<file path="src/rtl/alarm_pkg.sv">
// alarm_pkg: shared encodings and field widths for the alarm bank.
//   state_t      per-channel FSM state (idle / ringing / snoozed)
//   SUN..SAT     day-of-week codes, 0 = Sunday
//   HOUR_W/MIN_W/DAY_W  time field widths
//   day_hit()    day-mask test; an empty mask means "any day"
package alarm_pkg;

   localparam int HOUR_W = 5;
   localparam int MIN_W  = 6;
   localparam int DAY_W  = 3;
   localparam int CNT_W  = 6;

   typedef enum logic [1:0] {
      ST_IDLE = 2'd0,
      ST_RING = 2'd1,
      ST_SNZ  = 2'd2
   } state_t;

   localparam logic [DAY_W-1:0] SUN = 3'd0;
   localparam logic [DAY_W-1:0] MON = 3'd1;
   localparam logic [DAY_W-1:0] TUE = 3'd2;
   localparam logic [DAY_W-1:0] WED = 3'd3;
   localparam logic [DAY_W-1:0] THU = 3'd4;
   localparam logic [DAY_W-1:0] FRI = 3'd5;
   localparam logic [DAY_W-1:0] SAT = 3'd6;

   // Day code 7 is not a real day and never hits a non-empty mask.
   function automatic logic day_hit(input logic [6:0] days, input logic [DAY_W-1:0] day);
      if (days == 7'd0)
         return 1'b1;
      else if (day > SAT)
         return 1'b0;
      else
         return days[day];
   endfunction

endpackage

</file>
<file path="src/rtl/alarm_channel.sv">
// alarm_channel: one alarm channel - programmed time/day mask, match logic,
// ring/snooze FSM with ring and snooze minute counters.
// Build option: ALARM_SNOOZE_LIMIT_EN adds a 2-bit snooze counter; the fourth
// Snooze in one ring episode behaves like Stop.
// Ports:
//   clk, rst_n          clock, async active-low reset
//   min_tick, cur_*     minute strobe and current time (sampled on min_tick)
//   wr_sel, wr_*        load strobe (already decoded) and programmed values
//   snooze, stop        1-cycle control pulses shared by all channels
//   ringing, snoozed    FSM state flags
//   armed               channel enable
//
//   state   | meaning
//   ST_IDLE | waiting for a match
//   ST_RING | buzzing, ring_cnt counts unattended minutes
//   ST_SNZ  | silenced, snz_cnt counts down to re-ring
import alarm_pkg::*;

module alarm_channel #(
   parameter int SNOOZE_MIN = 9,
   parameter int RING_MAX   = 10
) (
   input  logic              clk,
   input  logic              rst_n,
   input  logic              min_tick,
   input  logic [HOUR_W-1:0] cur_hour,
   input  logic [MIN_W-1:0]  cur_min,
   input  logic [DAY_W-1:0]  cur_day,
   input  logic              wr_sel,
   input  logic [HOUR_W-1:0] wr_hour,
   input  logic [MIN_W-1:0]  wr_min,
   input  logic [6:0]        wr_days,
   input  logic              wr_arm,
   input  logic              snooze,
   input  logic              stop,
   output logic              ringing,
   output logic              snoozed,
   output logic              armed
);

   state_t              state, state_nx;
   logic [HOUR_W-1:0]   hour, hour_nx;
   logic [MIN_W-1:0]    minute, minute_nx;
   logic [6:0]          days, days_nx;
   logic                arm, arm_nx;
   logic [CNT_W-1:0]    ring_cnt, ring_nx;
   logic [CNT_W-1:0]    snz_cnt, snz_nx;
   logic [CNT_W-1:0]    ring_inc, snz_dec;
   logic                hit, go_idle;
`ifdef ALARM_SNOOZE_LIMIT_EN
   logic [1:0]          lim, lim_nx;
`endif

   assign hit = min_tick & arm & (hour == cur_hour) & (minute == cur_min)
              & day_hit(days, cur_day);

   assign ring_inc = (ring_cnt == '1) ? ring_cnt : ring_cnt + 1'b1;
   assign snz_dec  = (snz_cnt == '0) ? snz_cnt : snz_cnt - 1'b1;

   // Stop/Snooze only take precedence when they actually apply to the
   // current state; otherwise a concurrent write or tick still goes through.
   always_comb begin
      state_nx  = state;
      hour_nx   = hour;
      minute_nx = minute;
      days_nx   = days;
      arm_nx    = arm;
      ring_nx   = ring_cnt;
      snz_nx    = snz_cnt;
      go_idle   = 1'b0;
`ifdef ALARM_SNOOZE_LIMIT_EN
      lim_nx    = lim;
`endif
      if (stop && state != ST_IDLE) begin
         go_idle = 1'b1;
      end else if (snooze && state == ST_RING) begin
`ifdef ALARM_SNOOZE_LIMIT_EN
         if (lim == 2'd3) begin
            go_idle = 1'b1;
         end else begin
            state_nx = ST_SNZ;
            snz_nx   = CNT_W'(SNOOZE_MIN);
            lim_nx   = lim + 2'd1;
         end
`else
         state_nx = ST_SNZ;
         snz_nx   = CNT_W'(SNOOZE_MIN);
`endif
      end else if (wr_sel) begin
         hour_nx   = wr_hour;
         minute_nx = wr_min;
         days_nx   = wr_days;
         arm_nx    = wr_arm;
         go_idle   = 1'b1;
      end else if (min_tick) begin
         unique case (state)
            ST_IDLE: begin
               if (hit) begin
                  state_nx = ST_RING;
                  ring_nx  = '0;
                  if (days == 7'd0)
                     arm_nx = 1'b0;
               end
            end
            ST_RING: begin
               if (ring_inc >= CNT_W'(RING_MAX))
                  go_idle = 1'b1;
               else
                  ring_nx = ring_inc;
            end
            ST_SNZ: begin
               if (snz_dec == '0) begin
                  state_nx = ST_RING;
                  ring_nx  = '0;
                  snz_nx   = '0;
               end else begin
                  snz_nx = snz_dec;
               end
            end
            default: go_idle = 1'b1;
         endcase
      end
      if (go_idle) begin
         state_nx = ST_IDLE;
         ring_nx  = '0;
         snz_nx   = '0;
`ifdef ALARM_SNOOZE_LIMIT_EN
         lim_nx   = '0;
`endif
      end
   end

   always_ff @(posedge clk or negedge rst_n) begin
      if (!rst_n) begin
         state    <= ST_IDLE;
         hour     <= '0;
         minute   <= '0;
         days     <= '0;
         arm      <= 1'b0;
         ring_cnt <= '0;
         snz_cnt  <= '0;
`ifdef ALARM_SNOOZE_LIMIT_EN
         lim      <= '0;
`endif
      end else begin
         state    <= state_nx;
         hour     <= hour_nx;
         minute   <= minute_nx;
         days     <= days_nx;
         arm      <= arm_nx;
         ring_cnt <= ring_nx;
         snz_cnt  <= snz_nx;
`ifdef ALARM_SNOOZE_LIMIT_EN
         lim      <= lim_nx;
`endif
      end
   end

   assign ringing = (state == ST_RING);
   assign snoozed = (state == ST_SNZ);
   assign armed   = arm;

endmodule

</file>
<file path="src/rtl/alarm_bank.sv">
// alarm_bank: N_ALARMS independent alarm channels sharing one buzzer.
// Build option: ALARM_SNOOZE_LIMIT_EN (see alarm_channel) caps snoozes per ring.
// Ports:
//   Clk, Reset            clock, async active-low reset
//   min_tick, cur_*       minute strobe and current hour/minute/day
//   wr_en, wr_ch, wr_*    program one channel (forces it idle)
//   Snooze, Stop          pulses applied to every channel
//   Mute                  level, silences Sound only
//   Sound                 registered buzzer enable
//   ringing, snoozed      per-channel state flags
//   active_ch             lowest-index ringing channel, 0 when none
//   armed                 per-channel enable bits
import alarm_pkg::*;

module alarm_bank #(
   parameter int N_ALARMS   = 4,
   parameter int SNOOZE_MIN = 9,
   parameter int RING_MAX   = 10,
   parameter int CW         = (N_ALARMS > 1) ? $clog2(N_ALARMS) : 1
) (
   input  logic                Clk,
   input  logic                Reset,
   input  logic                min_tick,
   input  logic [HOUR_W-1:0]   cur_hour,
   input  logic [MIN_W-1:0]    cur_min,
   input  logic [DAY_W-1:0]    cur_day,
   input  logic                wr_en,
   input  logic [CW-1:0]       wr_ch,
   input  logic [HOUR_W-1:0]   wr_hour,
   input  logic [MIN_W-1:0]    wr_min,
   input  logic [6:0]          wr_days,
   input  logic                wr_arm,
   input  logic                Snooze,
   input  logic                Stop,
   input  logic                Mute,
   output logic                Sound,
   output logic [N_ALARMS-1:0] ringing,
   output logic [N_ALARMS-1:0] snoozed,
   output logic [CW-1:0]       active_ch,
   output logic [N_ALARMS-1:0] armed
);

   // An out-of-range wr_ch simply matches no channel.
   for (genvar i = 0; i < N_ALARMS; i++) begin : g_ch
      logic wr_sel;
      assign wr_sel = wr_en && (wr_ch == CW'(i));

      alarm_channel #(
         .SNOOZE_MIN (SNOOZE_MIN),
         .RING_MAX   (RING_MAX)
      ) u_ch (
         .clk      (Clk),
         .rst_n    (Reset),
         .min_tick (min_tick),
         .cur_hour (cur_hour),
         .cur_min  (cur_min),
         .cur_day  (cur_day),
         .wr_sel   (wr_sel),
         .wr_hour  (wr_hour),
         .wr_min   (wr_min),
         .wr_days  (wr_days),
         .wr_arm   (wr_arm),
         .snooze   (Snooze),
         .stop     (Stop),
         .ringing  (ringing[i]),
         .snoozed  (snoozed[i]),
         .armed    (armed[i])
      );
   end

   always_comb begin
      active_ch = '0;
      for (int i = N_ALARMS - 1; i >= 0; i--) begin
         if (ringing[i])
            active_ch = CW'(i);
      end
   end

   always_ff @(posedge Clk or negedge Reset) begin
      if (!Reset)
         Sound <= 1'b0;
      else
         Sound <= (|ringing) & ~Mute;
   end

endmodule

</file>
<file path="config.mk">
export PLATFORM = sky130hd
export DESIGN_NAME = alarm_bank
export DESIGN_NICKNAME = d
export VERILOG_FILES = /design/src/rtl/alarm_pkg.sv /design/src/rtl/alarm_channel.sv /design/src/rtl/alarm_bank.sv
export SDC_FILE = /design/constraint.sdc
export NUM_CORES = 1
export LEC_CHECK = 0
export CAP_MARGIN = 40
export CORE_ASPECT_RATIO = 1.2
export CORE_UTILIZATION = 33
export DETAILED_ROUTE_END_ITERATION = 7
export PLACE_DENSITY_LB_ADDON = 0.08
export REMOVE_ABC_BUFFERS = 1
export SYNTH_ARGS = -nofsm -noshare
export SYNTH_HDL_FRONTEND = slang
export SYNTH_SLANG_ARGS = --single-unit
</file>
<file path="constraint.sdc">
create_clock -name Clk -period 6.3 [get_ports Clk]
set_input_delay 1.89 -clock Clk [delete_from_list [all_inputs] [get_ports Clk]]
set_output_delay 1.89 -clock Clk [all_outputs]
set_load 0.02 [all_outputs]
</file>
==> metrics.txt <==
CP Cell Sequence clkdlybuf4s50_1, mux4_1, or2_0, a21oi_1, a221oi_1, and3_1, o21a_1, a211oi_1; most common cell after layout, fill and taps aside dfrtp_1; total standard cell area after synthesis 8000 um^2; sum of negative setup slack 0 ns; Total GRT Usage 0.178; number of vias per cell after detailed routing 5.33; cell count after placement 1145; post-synth cell types 78; share of total power in the clock network 0.233; drc violations 0; Final setup viols 0; maximum net fanout on the critical path 12; number of levels in the clock H-tree 4; register bit count reported by yosys approximately 130; endpoint kind of the worst setup timing path flop; worst vdd ir 0.172 mV; final worst slack 1.94 ns; die extent in y 173 um; clock transition at the registers of the reported paths 0.06 ns; Gates resized, CTS repair 0; post-route worst hold slack between 0.5 and 0.6 ns; Comb power frac 0.416; total power of the final layout 3.98 mW; number of synthesized flops with an enable pin 0; count of hold-fix buffers inserted at cts 0; final core area utilization 0.393; most area-hungry cell type in the Yosys netlist dfrtp_1; Final Hold Vio Count 0; fraction of registers with async set or reset after synthesis 1.00; post-route non-filler standard cell count around 1200; fraction of final layout cells with drive strength greater than 1 0.160; leakage power 3.82 nW; global-route wire length before repair 34.2 mm; data required time of the worst path 6.63 ns; Post-Place Setup Slack 1.50 ns; nets 910; number of global-route vias before repair around 6400; Post-Syn Instances 793; slew of the pin with the lowest slew margin 0.786 ns; maximum number of buffers from clock root to sink 2; final instance area 9400 um^2; primary flip-flop cell chosen by synthesis mapping dfrtp_1; power density over the cells 423 nW/um^2; total iterations of the first detailed-routing run 5; Post CTS Setup Buffer Count 0; RSZ-0062 raised after global routing false; placer congestion estimate 0.851; share of the cycle needed by the critical path after routing 0.692; cell area after placement 8860 um^2; worst relative slew slack 0.472; TritonCTS Buffers 17; time the final worst path needs with I/O delays and setup 4.36 ns; switching power 1.57 mW; area grow syn2layout 17.5%; buffers plus inverters on the worst setup path 1; largest incremental delay on the critical path 0.83 ns; initial antenna violation count 0; number of buffers added on ports 56; I/O Pins 57; final max-slew violation count 0; Tightest Hold Check Type reg2reg; Critical Path AT 4.69 ns; result of the run complete, no violations; ant diodes 0; Fmax achieved 229 MHz; FP Rows 62; class of the most critical setup path in2reg; Core ar. around 24000 um^2; Clock Root Buffer clkbuf_16; switch share 0.394; post-synthesis average cell area ~10 um^2; vias after detailed routing roughly 6300; Clk Latency, worst-skew pair 0.42 ns; slowest library cell on the worst path clkdlybuf4s50_1; remaining number of nets flagged by the antenna check after routing 0; sequential power share 0.351; clock tree from TritonCTS done; DR iter-0 viols roughly 270; maxcap violations 0; total number of yosys warnings 0; effective utilization at floorplan 0.335; Routed wire per std cell 17.8 um; top library cells by usage in the layout, fill and taps aside dfrtp_1, mux2_2, clkdlybuf4s50_1, nand2_1, xor2_1; family with the most delay on the worst path compound AO/OA/AOI/OAI gates; floorplan die area ~25000 um^2; Seq/Total Area, Yosys 0.416; half-perimeter wire length after detailed placement about 15 mm; Clock Skews a little over 0.009 ns; launching element type of the critical path primary input; die width around 140 um; fraction of post-synthesis cell area in the top cell type by area 0.416; cell internal power dissipation 2.41 mW; largest net degree at the start of global routing 90; Congestion Overflow GR 0; number of clock sinks seen by CTS 133; dominant cells by area after synthesis dfrtp_1, mux2_2, xor2_1; total detailed-routing wirelength 21.0 mm
==> state kept, by name, indices dropped and copies added (netlist names) <==
signal              count
g_ch.u_ch.minute       24
g_ch.u_ch.hour         20
Sound                   1
g_ch.u_ch.armed         4
g_ch.u_ch.ring_cnt     24
g_ch.u_ch.state         8
g_ch.u_ch.days         28
g_ch.u_ch.snz_cnt      24
==> synth_stat cells, types with 13 or more instances <==
cell type	count
a21oi_1	44
clkbuf_1	13
dfrtp_1	133
ha_1	24
inv_1	35
mux2_2	73
mux2i_1	14
nand2_1	46
nand3_1	29
nor2_1	46
nor3_1	23
nor4_1	20
o21ai_0	32
xor2_1	46
==> power groups by stage <==
stage | Sequential [mW] | Clock, mW | Combinational, mW
after floorplan | 1.34 | 0 | 1.19
after global placement | 1.39 | 0 | 1.62
after detailed placement | 1.41 | 0 | 1.66
after CTS | 1.39 | 0.952 | 1.67
after global routing | 1.44 | 0.993 | 1.83
final | 1.39 | 0.926 | 1.65
==> worst register-to-register path: stages (launching register included) <==
cell     delay [ns]
dfrtp_1        0.39
or4_1          0.54
nor4_1         0.48
a21oi_1        0.14
o21a_1         0.27
o31ai_1        0.37
and2_1         0.31
mux2i_1        0.11
==> per-layer routing <==
layer	vias up	global-route usage	routed length [um]	share of wire
met4	0	0.0570	369	0.018
met1	3141	0.233	9530	0.45
met2	114	0.293	10400	0.50
met3	24	0.0335	657	0.031
li1	2999	-	-	-
met5	-	0	0	0
==> worst paths after layout <==
kind / slack, ns / start / depth (start not counted) / endpoint
min: 0.52 / g_ch[3].u_ch.minute[1] / 1 / g_ch[3].u_ch.minute[1]
max: 1.94 / cur_day[0] / 8 / g_ch[2].u_ch.ring_cnt[3]
min reg2reg: 0.52 / g_ch[3].u_ch.minute[1] / 1 / g_ch[3].u_ch.minute[1]
min in group asynchronous: 1.23 / Reset / 1 / g_ch[0].u_ch.ring_cnt[4]
max reg2reg: 3.56 / g_ch[1].u_ch.days[3] / 7 / g_ch[1].u_ch.ring_cnt[0]
max in group asynchronous: 3.85 / Reset / 3 / g_ch[2].u_ch.snz_cnt[2]
==> kinds of logic after synthesis <==
kind of cell / Yosys count / share of synthesized area
simple gates: 266 / 0.183
compound gates: 160 / 0.133
flops: 133 / 0.416
mux: 91 / 0.132
buf+inv: 67 / 0.0408
xor+xnor: 52 / 0.0569
fa+ha+maj: 24 / 0.0375
==> cell type report <==
cell class / count / area, um^2
Sequential cell: 133 / 3330
Timing Repair Buffer: 64 / 649
Fill cell: 2442 / 14500
Multi-Input combinational cell: 593 / 4350
Inverter: 35 / 131
Tap cell: 320 / 400
Clock inverter: 13 / 98.8
Clock buffer: 19 / 443
Power figures use the tool's default switching activity.
